[src/rtl/vga_timing_gen.sv]
// vga_timing_gen: VGA raster timing generator.
// A clk divider produces the pixel enable; horizontal/vertical counters
// run free from it and every registered output is decoded from the
// counter values being loaded, so all outputs line up on the same clk.
// Optional build macro: VGA_TIMING_LINEREQ_EN adds the line_req output
// (one-clk DMA prefetch request at hsync start of a line preceding a
// visible line).
module vga_timing_gen #(
  parameter int CLKDIV = 4,
  parameter int H_VIS  = 640,
  parameter int H_FP   = 16,
  parameter int H_SYNC = 96,
  parameter int H_BP   = 48,
  parameter int V_VIS  = 480,
  parameter int V_FP   = 10,
  parameter int V_SYNC = 2,
  parameter int V_BP   = 33,
  parameter bit HS_POL = 1'b0,
  parameter bit VS_POL = 1'b0
) (
  input  logic        clk,
  input  logic        reset,
  output logic        pix_ce,
  output logic        hsync,
  output logic        vsync,
  output logic        vid_ena,
  output logic [10:0] xpos,
  output logic [10:0] ypos,
  output logic        newline,
  output logic        newframe
`ifdef VGA_TIMING_LINEREQ_EN
  ,
  output logic        line_req
`endif
);

  localparam int HTOTAL = H_VIS + H_FP + H_SYNC + H_BP;
  localparam int VTOTAL = V_VIS + V_FP + V_SYNC + V_BP;
  localparam int DIV_W  = (CLKDIV > 1) ? $clog2(CLKDIV) : 1;

  localparam logic [DIV_W-1:0] DIV_LAST = DIV_W'(CLKDIV - 1);
  localparam logic [10:0] H_LAST     = 11'(HTOTAL - 1);
  localparam logic [10:0] V_LAST     = 11'(VTOTAL - 1);
  localparam logic [10:0] H_VIS_C    = 11'(H_VIS);
  localparam logic [10:0] V_VIS_C    = 11'(V_VIS);
  localparam logic [10:0] HS_START   = 11'(H_VIS + H_FP);
  localparam logic [10:0] HS_END     = 11'(H_VIS + H_FP + H_SYNC);
  localparam logic [10:0] VS_START   = 11'(V_VIS + V_FP);
  localparam logic [10:0] VS_END     = 11'(V_VIS + V_FP + V_SYNC);

  logic [DIV_W-1:0] div_reg;
  logic [10:0]      hcount_reg;
  logic [10:0]      vcount_reg;
  logic [10:0]      hcount_next;
  logic [10:0]      vcount_next;
  logic             hsync_next;
  logic             vsync_next;
  logic             vid_ena_next;

  // Pixel enable straight from the divider; reset forces it low at once.
  // With CLKDIV=1 the divider is stuck at DIV_LAST so pix_ce stays high.
  assign pix_ce = !reset && (div_reg == DIV_LAST);

  // Clock divider 0..CLKDIV-1.
  always_ff @(posedge clk or posedge reset) begin
    if (reset) begin
      div_reg <= '0;
    end else if (div_reg == DIV_LAST) begin
      div_reg <= '0;
    end else begin
      div_reg <= div_reg + 1'b1;
    end
  end

  // Next counter values and the output decode taken from them.
  always_comb begin
    hcount_next = (hcount_reg == H_LAST) ? 11'd0 : hcount_reg + 11'd1;
    vcount_next = vcount_reg;
    if (hcount_reg == H_LAST) begin
      vcount_next = (vcount_reg == V_LAST) ? 11'd0 : vcount_reg + 11'd1;
    end
    vid_ena_next = (hcount_next < H_VIS_C) && (vcount_next < V_VIS_C);
    hsync_next   = ((hcount_next >= HS_START) && (hcount_next < HS_END)) ? HS_POL : !HS_POL;
    vsync_next   = ((vcount_next >= VS_START) && (vcount_next < VS_END)) ? VS_POL : !VS_POL;
  end

  // Free-running raster counters; reset parks them on the last pixel so
  // the first pixel enable after release wraps to (0,0).
  always_ff @(posedge clk or posedge reset) begin
    if (reset) begin
      hcount_reg <= H_LAST;
      vcount_reg <= V_LAST;
    end else if (pix_ce) begin
      hcount_reg <= hcount_next;
      vcount_reg <= vcount_next;
    end
  end

  // Level outputs, reloaded only on pixel-enable cycles.
  always_ff @(posedge clk or posedge reset) begin
    if (reset) begin
      hsync   <= !HS_POL;
      vsync   <= !VS_POL;
      vid_ena <= 1'b0;
      xpos    <= 11'd0;
      ypos    <= 11'd0;
    end else if (pix_ce) begin
      hsync   <= hsync_next;
      vsync   <= vsync_next;
      vid_ena <= vid_ena_next;
      xpos    <= hcount_next;
      ypos    <= vcount_next;
    end
  end

  // Single-clk line and frame strobes.
  always_ff @(posedge clk or posedge reset) begin
    if (reset) begin
      newline  <= 1'b0;
      newframe <= 1'b0;
    end else if (pix_ce) begin
      newline  <= (hcount_next == 11'd0);
      newframe <= (hcount_next == 11'd0) && (vcount_next == 11'd0);
    end else begin
      newline  <= 1'b0;
      newframe <= 1'b0;
    end
  end

`ifdef VGA_TIMING_LINEREQ_EN
  logic line_req_next;

  // Request the next line's data at hsync start, but only when the line
  // after the current one is visible (including the wrap into line 0).
  always_comb begin
    line_req_next = (hcount_next == HS_START) &&
                    ((vcount_reg < V_VIS_C - 11'd1) || (vcount_reg == V_LAST));
  end

  // Single-clk prefetch strobe.
  always_ff @(posedge clk or posedge reset) begin
    if (reset) begin
      line_req <= 1'b0;
    end else if (pix_ce) begin
      line_req <= line_req_next;
    end else begin
      line_req <= 1'b0;
    end
  end
`endif

endmodule

[config.mk]
export PLATFORM = sky130hd
export DESIGN_NAME = vga_timing_gen
export DESIGN_NICKNAME = d
export VERILOG_FILES = /design/src/rtl/vga_timing_gen.sv
export SDC_FILE = /design/constraint.sdc
export NUM_CORES = 1
export LEC_CHECK = 0
export CAP_MARGIN = 10
export CORE_ASPECT_RATIO = 1.2
export CORE_MARGIN = 2
export CORE_UTILIZATION = 47
export CTS_BUF_LIST = sky130_fd_sc_hd__clkbuf_4
export DETAILED_ROUTE_END_ITERATION = 8
export PLACE_DENSITY = 0.65
export SYNTH_ARGS = -nofsm -noshare
export SYNTH_HDL_FRONTEND = slang
export SYNTH_SLANG_ARGS = --single-unit
[constraint.sdc]
create_clock -name clk -period 3.5 [get_ports clk]
set_clock_uncertainty 0.05 [all_clocks]
set_input_delay 0.7 -clock clk [delete_from_list [all_inputs] [get_ports clk]]
set_output_delay 0.7 -clock clk [all_outputs]
set_load 0.005 [all_outputs]
==> flow_summary.yaml <==
status:
  status: "finished, final reports clean"
critical_path:
  cp-startpoint: "hcount_reg[0]"
  critical_path.startpoint_type: "flop"
  crit_end: "vid_ena"
  criticalPathCategory: "flop to flop"
  path_max_fanout: 16
  r2r_slack_ns: 0.74
  r2r-start: "hcount_reg[0]"
  r2r_cells: 7
  cp.arrival_ns: 2.97
  r2r-end: "vid_ena"
  crit_path_end_kind: "flop"
  crit_required_ns: 3.71
logic_synthesis:
  netlist_area_mm2: 0.00249
  avgSynthCellArea_um2: 8.85
  synth-edff-count: 0
  ys.flop_type: "dfrtp_1"
  synthCells: 281
  synth-warning-count: 0
  seq_area_frac_synth: 0.399
  synth_fp_nets: 288
  async_flop_share: 1.00
  yosysUniqueCellTypes: 53
  synth_seq_cells: 39
floorplanning:
  die_area_mm2: 0.00589
  ios: 30
  core_mm2: 0.00519
  initial_core_util: 0.479
  die_w_um: 70.4
  row_count: 29
  die_h_um: 83.7
route:
  remaining_drc_errors: 0
  viasPerCell: 5.84
  ant_nets: 0
  drt_iter0_drc: 173
  wirelength_um: 5630
  num_vias: 2054
  wire_per_inst_um: 16.0
  dr.pass1.iters: 4
power:
  powerDensity_mw_per_mm2: 347
  power.leakage_nw: 1.04
  peakVddDrop_mv: 0.209
timing:
  period_needed_ns: 2.76
  setup_viol: 0
  fin_tns_setup_ns: 0
  relSlewSlack: 0.590
  max_freq_ghz: 0.362
  finalMaxSlewViolations: 0
  rsz0062_at_grt: "false"
  finalHoldViolCount: 0
  finalCritPeriodShare: 0.790
  worstMarginPinSlew_ns: 0.612
clock_tree:
  hold_buffers: 0
  cts_setup_buffers: 0
  tritoncts: "done"
  clk_pin_slew_ns: 0.12
  cts_resized: 0
  cts_buffers: 5
  cts_max_level: 2
  clock-root-buffer: "clkbuf_4"
  clock_latency_ns: 0.35
  clock-sinks: 39
  clk_path_buf_depth: 2
placed_design:
  hpwlAfterDp_um: 3970
  routabilityCongestion: 0.913
  port_buffers: 29
global_route:
  grt_usage: 0.207
  grt_pass1_wl_um: 9670
  grt_max_degree: 40
  grt-ovfl-total: 0
  antenna_found_initial: 0
  grt_pass1_vias: 2028
final_layout:
  postLayoutCoreUtil: 0.531
  syn_to_final_growth_pct: 10.9
  drive_gt1_frac: 0.117
  nets: 296
  insertedDiodeCount: 0
min_path:
  min_from: "div_reg[0]"
  hp-class: "flop to flop"
job:
  max-cap-violations: 0
Yosys cell counts, types with 2 or more instances:
library cell,number,share of area
o211ai_1,2,0.0060
nor4_2,2,0.010
nor2_1,25,0.038
a21oi_1,9,0.018
a31oi_1,5,0.013
and2_1,2,0.0050
or4_1,3,0.0091
clkbuf_1,13,0.020
o31ai_1,5,0.015
dfstp_2,12,0.13
inv_1,7,0.011
nand2_1,37,0.056
a32oi_1,2,0.0070
o21ai_0,18,0.036
nor3_1,8,0.016
dfrtp_1,27,0.27
and4_1,5,0.018
nor4_1,3,0.0075
xor2_1,6,0.021
and3_1,2,0.0050
mux2i_1,2,0.0081
a21o_1,2,0.0060
buf_1,3,0.0045
o2bb2ai_1,2,0.0070
buf_2,4,0.0081
ha_1,5,0.025
o221ai_1,3,0.011
nand3_1,13,0.026
xnor2_1,14,0.049
buf_4,12,0.036
nand4_1,5,0.013
nand2b_1,2,0.0050
power breakdown:
| part | internal, mW | leakage [nW] | total [mW] | switching, mW |
|---|---|---|---|---|
| combinational | 0.0899 | 0.537 | 0.157 | 0.0667 |
| sequential | 0.509 | 0.476 | 0.569 | 0.0593 |
| clock | 0.0823 | 0.0307 | 0.232 | 0.150 |
| total | 0.682 | 1.04 | 0.958 | 0.276 |
kinds of logic (layout without fill, tap and decap cells):
family                     after synthesis  count (layout)  share of synthesized area
muxes                                    2               2                    0.00805
AOI/OAI and AO/OA                       58              58                      0.159
and+or+nand+nor                        116             116                      0.250
buffers and inverters                   41              50                     0.0891
adders and majority gates                5               5                     0.0252
DFF                                     39              39                      0.399
xor gates and xnor gates                20              20                     0.0705
cell usage in the layout, fill, tap and decap left out, drive strengths merged, types with 8 or more instances in the layout:
master	count
clkdlybuf4s50	29
o21ai	20
nor3	8
nor2	25
nand3	13
nand2	37
dfrtp	27
xnor2	14
a21oi	9
dfstp	12
metrics by stage:
step	std cells	setup slack, ns	hold slack, ns	total power [mW]	area, um2
final	352	0.736	0.389	0.958	2760
after global routing	352	0.549	0.419	1.02	2760
after CTS	352	0.726	0.394	0.972	2760
after detailed placement	344	0.754	0.378	0.737	2700
after global placement	344	0.797	0.362	0.732	2700
after floorplan	281	0.158	0.353	0.666	2490
how the worst min path moves through the flow:
stage | end | slack (ns) | cells past startpoint
after CTS | div_reg[0] | 0.39 | 1
after global placement | div_reg[0] | 0.36 | 1
after detailed placement | div_reg[0] | 0.38 | 1
after floorplan | div_reg[0] | 0.35 | 1
final | div_reg[0] | 0.39 | 1
after global routing | div_reg[0] | 0.42 | 1
area by class of cell:
class	instances	area, um2
multi-input combinational	201	1270
clock buffer	6	45.0
timing repair buffer	35	335
tap	62	77.6
fill	505	2430
inverter	7	26.3
clock inverter	2	7.51
sequential	39	991
worst max-delay path: stages (launching register included):
cell     delay [ns]
dfstp_2        0.61
ha_1           0.33
nand4_4        0.16
or4_4          0.63
or2_4          0.32
o21ai_4        0.16
a31oi_1        0.10
o41ai_2        0.30
routing by layer:
layer | track usage | up-vias | share of wire
met5 | 0 | - | 0
met4 | 0.0874 | 0 | 0.018
met3 | 0.0362 | 7 | 0.024
met2 | 0.349 | 37 | 0.52
met1 | 0.259 | 1003 | 0.44
li1 | - | 1007 | -
Power figures use the tool's default switching activity.
